[src/rtl/wb_data_serializer_pkg.sv]
`timescale 1ns/1ps
`default_nettype none
// +------------------------------------------------------------------+
// | wb_data_serializer_pkg                                           |
// | Shared Wishbone constants and bridge FSM state encodings.        |
// | Rev 1.0                                                          |
// +------------------------------------------------------------------+
package wb_data_serializer_pkg;

  localparam logic [2:0] CTI_CLASSIC = 3'b000;
  localparam logic [1:0] BTE_LINEAR  = 2'b00;

  typedef enum logic [1:0] {
    ST_IDLE = 2'd0,
    ST_BUS  = 2'd1,
    ST_DONE = 2'd2,
    ST_FAIL = 2'd3
  } state_e;

endpackage
`default_nettype wire

[src/rtl/wb_data_serializer.sv]
`timescale 1ns/1ps
`default_nettype none
// +------------------------------------------------------------------+
// | wb_data_serializer                                               |
// | 32-bit Wishbone master to 8-bit slave bridge, one byte per sel.  |
// | Rev 1.0                                                          |
// +------------------------------------------------------------------+
module wb_data_serializer
  import wb_data_serializer_pkg::*;
#(
  parameter int aw  = 32,
  parameter int mdw = 32,
  parameter int sdw = 8
) (
  input  logic               wb_clk_i,
  input  logic               wb_rst_n_i,
  input  logic [aw-1:0]      wbm_adr_i,
  input  logic [mdw-1:0]     wbm_dat_i,
  input  logic [mdw/8-1:0]   wbm_sel_i,
  input  logic               wbm_we_i,
  input  logic               wbm_cyc_i,
  input  logic               wbm_stb_i,
  input  logic [2:0]         wbm_cti_i,
  input  logic [1:0]         wbm_bte_i,
  output logic [mdw-1:0]     wbm_dat_o,
  output logic               wbm_ack_o,
  output logic               wbm_err_o,
  output logic               wbm_rty_o,
  output logic [aw-1:0]      wbs_adr_o,
  output logic [sdw-1:0]     wbs_dat_o,
  output logic               wbs_we_o,
  output logic               wbs_cyc_o,
  output logic               wbs_stb_o,
  output logic [2:0]         wbs_cti_o,
  output logic [1:0]         wbs_bte_o,
  input  logic [sdw-1:0]     wbs_dat_i,
  input  logic               wbs_ack_i,
  input  logic               wbs_err_i,
  input  logic               wbs_rty_i
);

  state_e           state_q, state_d;
  logic [aw-3:0]    adr_q, adr_d;
  logic             we_q, we_d;
  logic [mdw-1:0]   dat_q, dat_d;
  logic [3:0]       mask_q, mask_d;
  logic [mdw-1:0]   asm_q, asm_d;
  logic [aw-1:0]    wbs_adr_q, wbs_adr_d;
  logic [sdw-1:0]   wbs_dat_q, wbs_dat_d;
  logic             wbs_we_q, wbs_we_d;
  logic             wbs_cyc_q, wbs_cyc_d;
  logic [mdw-1:0]   wbm_dat_q, wbm_dat_d;
  logic             wbm_ack_q, wbm_ack_d;
  logic             wbm_err_q, wbm_err_d;
  logic             wbm_rty_q, wbm_rty_d;

  logic [1:0]       cur_lane;
  logic [1:0]       nxt_lane;
  logic             issue;
  logic             unused_inputs;

  // Highest set bit wins, so byte address 0 (sel[3]) goes out first.
  function automatic logic [1:0] lane_of(input logic [3:0] m);
    lane_of = 2'd0;
    for (int i = 0; i < 4; i++) begin
      if (m[i]) lane_of = 2'(i);
    end
  endfunction

  assign cur_lane      = lane_of(mask_q);
  assign unused_inputs = ^{wbm_adr_i[1:0], wbm_cti_i, wbm_bte_i};

  always_comb begin
    state_d   = state_q;
    adr_d     = adr_q;
    we_d      = we_q;
    dat_d     = dat_q;
    mask_d    = mask_q;
    asm_d     = asm_q;
    wbm_dat_d = '0;
    wbm_ack_d = 1'b0;
    wbm_err_d = 1'b0;
    wbm_rty_d = 1'b0;
    issue     = 1'b0;

    case (state_q)
      ST_IDLE: begin
        if (wbm_cyc_i && wbm_stb_i) begin
          adr_d  = wbm_adr_i[aw-1:2];
          we_d   = wbm_we_i;
          dat_d  = wbm_dat_i;
          mask_d = wbm_sel_i;
          asm_d  = '0;
          if (wbm_sel_i == 4'b0000) begin
            state_d   = ST_DONE;
            wbm_ack_d = 1'b1;
          end else begin
            state_d = ST_BUS;
            issue   = 1'b1;
          end
        end
      end
      ST_BUS: begin
        // Master abort takes precedence over any slave response this cycle.
        if (!wbm_cyc_i) begin
          state_d = ST_IDLE;
          mask_d  = 4'b0000;
        end else if (wbs_err_i || wbs_rty_i) begin
          state_d   = ST_FAIL;
          mask_d    = 4'b0000;
          wbm_err_d = wbs_err_i;
          wbm_rty_d = !wbs_err_i;
        end else if (wbs_ack_i) begin
          if (!we_q) asm_d[{cur_lane, 3'b000} +: sdw] = wbs_dat_i;
          mask_d = mask_q & ~(4'b0001 << cur_lane);
          if (mask_d == 4'b0000) begin
            state_d   = ST_DONE;
            wbm_ack_d = 1'b1;
            wbm_dat_d = asm_d;
          end else begin
            issue = 1'b1;
          end
        end else begin
          issue = 1'b1;
        end
      end
      ST_DONE: state_d = ST_IDLE;
      ST_FAIL: state_d = ST_IDLE;
      default: state_d = ST_IDLE;
    endcase

    nxt_lane  = lane_of(mask_d);
    wbs_cyc_d = issue;
    wbs_we_d  = issue ? we_d : 1'b0;
    wbs_adr_d = issue ? {adr_d, 2'd3 - nxt_lane} : '0;
    wbs_dat_d = issue ? dat_d[{nxt_lane, 3'b000} +: sdw] : '0;
  end

  always_ff @(posedge wb_clk_i) begin
    if (!wb_rst_n_i) begin
      state_q   <= ST_IDLE;
      adr_q     <= '0;
      we_q      <= 1'b0;
      dat_q     <= '0;
      mask_q    <= 4'b0000;
      asm_q     <= '0;
      wbs_adr_q <= '0;
      wbs_dat_q <= '0;
      wbs_we_q  <= 1'b0;
      wbs_cyc_q <= 1'b0;
      wbm_dat_q <= '0;
      wbm_ack_q <= 1'b0;
      wbm_err_q <= 1'b0;
      wbm_rty_q <= 1'b0;
    end else begin
      state_q   <= state_d;
      adr_q     <= adr_d;
      we_q      <= we_d;
      dat_q     <= dat_d;
      mask_q    <= mask_d;
      asm_q     <= asm_d;
      wbs_adr_q <= wbs_adr_d;
      wbs_dat_q <= wbs_dat_d;
      wbs_we_q  <= wbs_we_d;
      wbs_cyc_q <= wbs_cyc_d;
      wbm_dat_q <= wbm_dat_d;
      wbm_ack_q <= wbm_ack_d;
      wbm_err_q <= wbm_err_d;
      wbm_rty_q <= wbm_rty_d;
    end
  end

  assign wbm_dat_o = wbm_dat_q;
  assign wbm_ack_o = wbm_ack_q;
  assign wbm_err_o = wbm_err_q;
  assign wbm_rty_o = wbm_rty_q;
  assign wbs_adr_o = wbs_adr_q;
  assign wbs_dat_o = wbs_dat_q;
  assign wbs_we_o  = wbs_we_q;
  assign wbs_cyc_o = wbs_cyc_q;
  assign wbs_stb_o = wbs_cyc_q;
  assign wbs_cti_o = CTI_CLASSIC;
  assign wbs_bte_o = BTE_LINEAR;

endmodule
`default_nettype wire
[config.mk]
export PLATFORM = sky130hd
export DESIGN_NAME = wb_data_serializer
export DESIGN_NICKNAME = d
export VERILOG_FILES = /design/src/rtl/wb_data_serializer_pkg.sv /design/src/rtl/wb_data_serializer.sv
export SDC_FILE = /design/constraint.sdc
export NUM_CORES = 1
export LEC_CHECK = 0
export BUFFER_PORTS_ARGS = -buffer_cell sky130_fd_sc_hd__buf_2
export CAP_MARGIN = 5
export CORE_MARGIN = 2
export CORE_UTILIZATION = 25
export DETAILED_ROUTE_END_ITERATION = 8
export SKIP_CTS_REPAIR_TIMING = 1
export SYNTH_ARGS = -nofsm -noshare
export SYNTH_HDL_FRONTEND = slang
export SYNTH_SLANG_ARGS = --single-unit
[constraint.sdc]
create_clock -name wb_clk_i -period 5.9 [get_ports wb_clk_i]
set_input_delay 0 -clock wb_clk_i [delete_from_list [all_inputs] [get_ports wb_clk_i]]
set_output_delay 0 -clock wb_clk_i [all_outputs]
set_load 0.05 [all_outputs]
==> reports/results.ini <==
[synth]
yosysUniqueCellTypes=54
synth_area_leader_cell=dfxtp_1
postSynthCellCount=646
synth_edf_count=0
ys_seq_elements=178
synth_top_area_frac=0.5236
synth_area_um2=6805
yosys_warnings=0
synth-main-ff-cell=dfxtp_1
synth_area_leaders=dfxtp_1, nor2b_1, mux2i_1
yosysSeqAreaShare=0.5236
ys_async_sr_fraction=0
syn_area_per_cell_um2=10.53

[setup_path]
critPathLaunch=mask_q[1]$_SDFF_PN0_
crit_type=flop to flop
cp-start-kind=flop
r2r-start=mask_q[1]$_SDFF_PN0_
cp_num_buf_inv=1
cp_max_fo=9
reg2reg_depth=9
path_delay_family=simple AND/OR/NAND/NOR gates
cp_num_cells=9
path_common_cell=nor2b_1
crit_arrival_ns=3.46
cp-end-kind=flop
crit_slowest_cell=nor2b_1
required_ns=6.27
max_stage_delay_ns=0.54
worstPathCellList=nor2b_1, nor2_1, inv_1, ha_1, nor4bb_1, o21a_1, nor2b_1, a22oi_1, nor2b_1

[die]
die-area_um2=28560
core_um2=26880
start_util=0.2532
die-height_um=169.0
die_w_um=169.0
io_pins=172
num_rows=60

[routing]
drtIter0Drc=429
wl_um=17450
num_vias=5290
via_per_inst=4.386
final_antenna_net_count=0
wl_per_cell_um=14.47
first_pass_iters=4
drc=0

[power]
p_leak_nw=3.619
swShare=0.2686
p_clk_frac=0.423
power_frac_seq=0.463
p_comb_frac=0.114
p_int_mw=1.970
p_sw_mw=0.7234
power_density_nw_per_um2=294.9
finalPower_mw=2.693
ir_drop_uv=197.4

[grt]
antenna_found_initial=3
grt_use_met2=0.1801
grt_max_degree=71
grt_pass1_vias=4771
grt.total_usage=0.1172
gr-usage-met3=0.03460
grt_overflow=0
grt_pass1_wl_um=25930
grt_most_used_layer=met2
grt.met1_usage=0.1552

[sta]
slew_headroom=0.5200
finalCriticalPeriod_ns=3.096
period_share=0.5248
max_freq_mhz=323.0
hold_slack_ns=-0.01819
hold_viol_final=5
setup_tns_ns=0
worst-slew-pin-transition_ns=0.7199
finClkSkew_ns=0.01652
setup_viol_count_final=0
rsz0062_at_grt=false
slew_viol_final=0

[clocking]
htreeDepth=4
clk_pin_slew_ns=0.08
clk-insertion-delay-late_ns=0.44
clkSinkCount=178
cts_tree=yes
clockBufferDepth=2
cts_buffers=17
root_buffer=clkbuf_16

[placed_design]
gp_congestion=0.7907
port_buffers=159
hpwl_um=11340
place_area_um2=7811

[layout]
final_core_util=0.3398
post_route_cells_drive_above_1_share=0.2668
design_area_um2=9131
area_growth_pct=34.18
fin_nets=945

[worst_hold_path]
hold_start=wbm_sel_i[1]
hp-class=primary input to flop
whs_path_depth=4

[job]
maxCapViolCount=0

[outcome]
status=finished, violations left
violations=hold timing

path summary, 6_finish.rpt:
kind              slack (ns)                        to
setup / recovery        2.80    asm_q[30]$_SDFFE_PN0P_
setup reg to reg        2.80    asm_q[30]$_SDFFE_PN0P_
hold reg to reg         0.49  wbs_adr_o[30]$_SDFF_PN0_
hold / removal         -0.02   state_q[1]$_SDFFE_PN0P_
placed cells by master (no fill, tap or decap), types with 4 or more instances in the layout:
cell type	instances
mux2i_1	55
a22oi_1	65
a21boi_0	5
and2_1	11
nor2b_1	94
dlygate4sd3_1	72
buf_4	4
nand2b_1	8
nand2_1	12
dfxtp_1	178
clkbuf_16	17
o21ai_0	4
nand4_1	7
buf_2	159
ha_1	7
conb_1	5
nor2_1	69
inv_1	8
mux2_2	15
inv_6	4
o221ai_2	7
a21oi_1	6
inv_8	5
cells in the mapped netlist (2+ instances only):
| master | number |
|---|---|
| o221ai_2 | 7 |
| o21bai_1 | 2 |
| o21ai_0 | 4 |
| o21a_1 | 2 |
| nand4_1 | 7 |
| buf_2 | 11 |
| and2_1 | 11 |
| inv_1 | 8 |
| buf_4 | 13 |
| nor4bb_1 | 2 |
| nor2b_1 | 94 |
| ha_1 | 7 |
| clkbuf_1 | 29 |
| and4b_1 | 2 |
| nand2_1 | 12 |
| nor2_1 | 69 |
| mux2_2 | 15 |
| a32oi_1 | 2 |
| mux2i_1 | 55 |
| a22oi_1 | 65 |
| nand2b_1 | 8 |
| nor4_1 | 2 |
| a21oi_1 | 6 |
| dfxtp_1 | 178 |
| nand3_1 | 2 |
| a21boi_0 | 5 |
final cells by class:
class,instances,area [um2]
Clock buffer,18,429.2
Multi-Input combinational cell,408,2957
Fill cell,2729,17740
Tap cell,341,426.7
Clock inverter,14,162.7
Inverter,9,38.79
Antenna cell,3,7.507
Timing Repair Buffer,235,1546
Sequential cell,178,3563
metal layers:
layer / wire (um) / vias to the layer above
met5: 0 / -
met1: 8314 / 2508
li1: - / 2624
met2: 7988 / 136
met4: 277 / 0
met3: 868 / 22
power by group through the flow:
stage,Clock [mW],Sequential [mW],Combinational (mW)
2_1_floorplan,0,1.29,0.180
3_3_place_gp,0,1.27,0.267
3_5_place_dp,0,1.27,0.269
4_1_cts,1.17,1.25,0.270
5_1_grt,1.22,1.25,0.334
6_report,1.14,1.25,0.307
kinds of logic (layout without fill, tap and decap cells):
family	Yosys count	after routing	share of synthesized area
AOI/OAI and AO/OA	104	104	0.1237
muxes	70	70	0.1057
adders and majority gates	7	7	0.01287
buffers and inverters	64	276	0.04633
DFF	178	178	0.5236
and+or+nand+nor	222	222	0.1872
other	1	8	0.0005510
through the flow:
stage	setup slack (ns)	cells
6_report	2.804	1206
5_1_grt	2.572	1204
4_1_cts	2.836	1131
3_5_place_dp	2.864	1099
3_3_place_gp	2.981	1099
2_1_floorplan	3.524	650
worst reg2reg max path, cell delays in order (launching register included):
cell,delay (ns)
dfxtp_1,0.41
nor2b_1,0.41
nor2_1,0.19
inv_1,0.23
ha_1,0.22
nor4bb_1,0.33
o21a_1,0.38
nor2b_1,0.54
a22oi_1,0.20
nor2b_1,0.13
registers in the layout, summed over array words and instances, names as in the netlist, 2 cells and up:
| name | cells |
|---|---|
| state_q | 2 |
| mask_q | 4 |
| dat_q | 32 |
| wbs_dat_o | 8 |
| wbs_adr_o | 32 |
| adr_q | 30 |
| asm_q | 32 |
| wbm_dat_o | 32 |
Power figures use the tool's default switching activity.
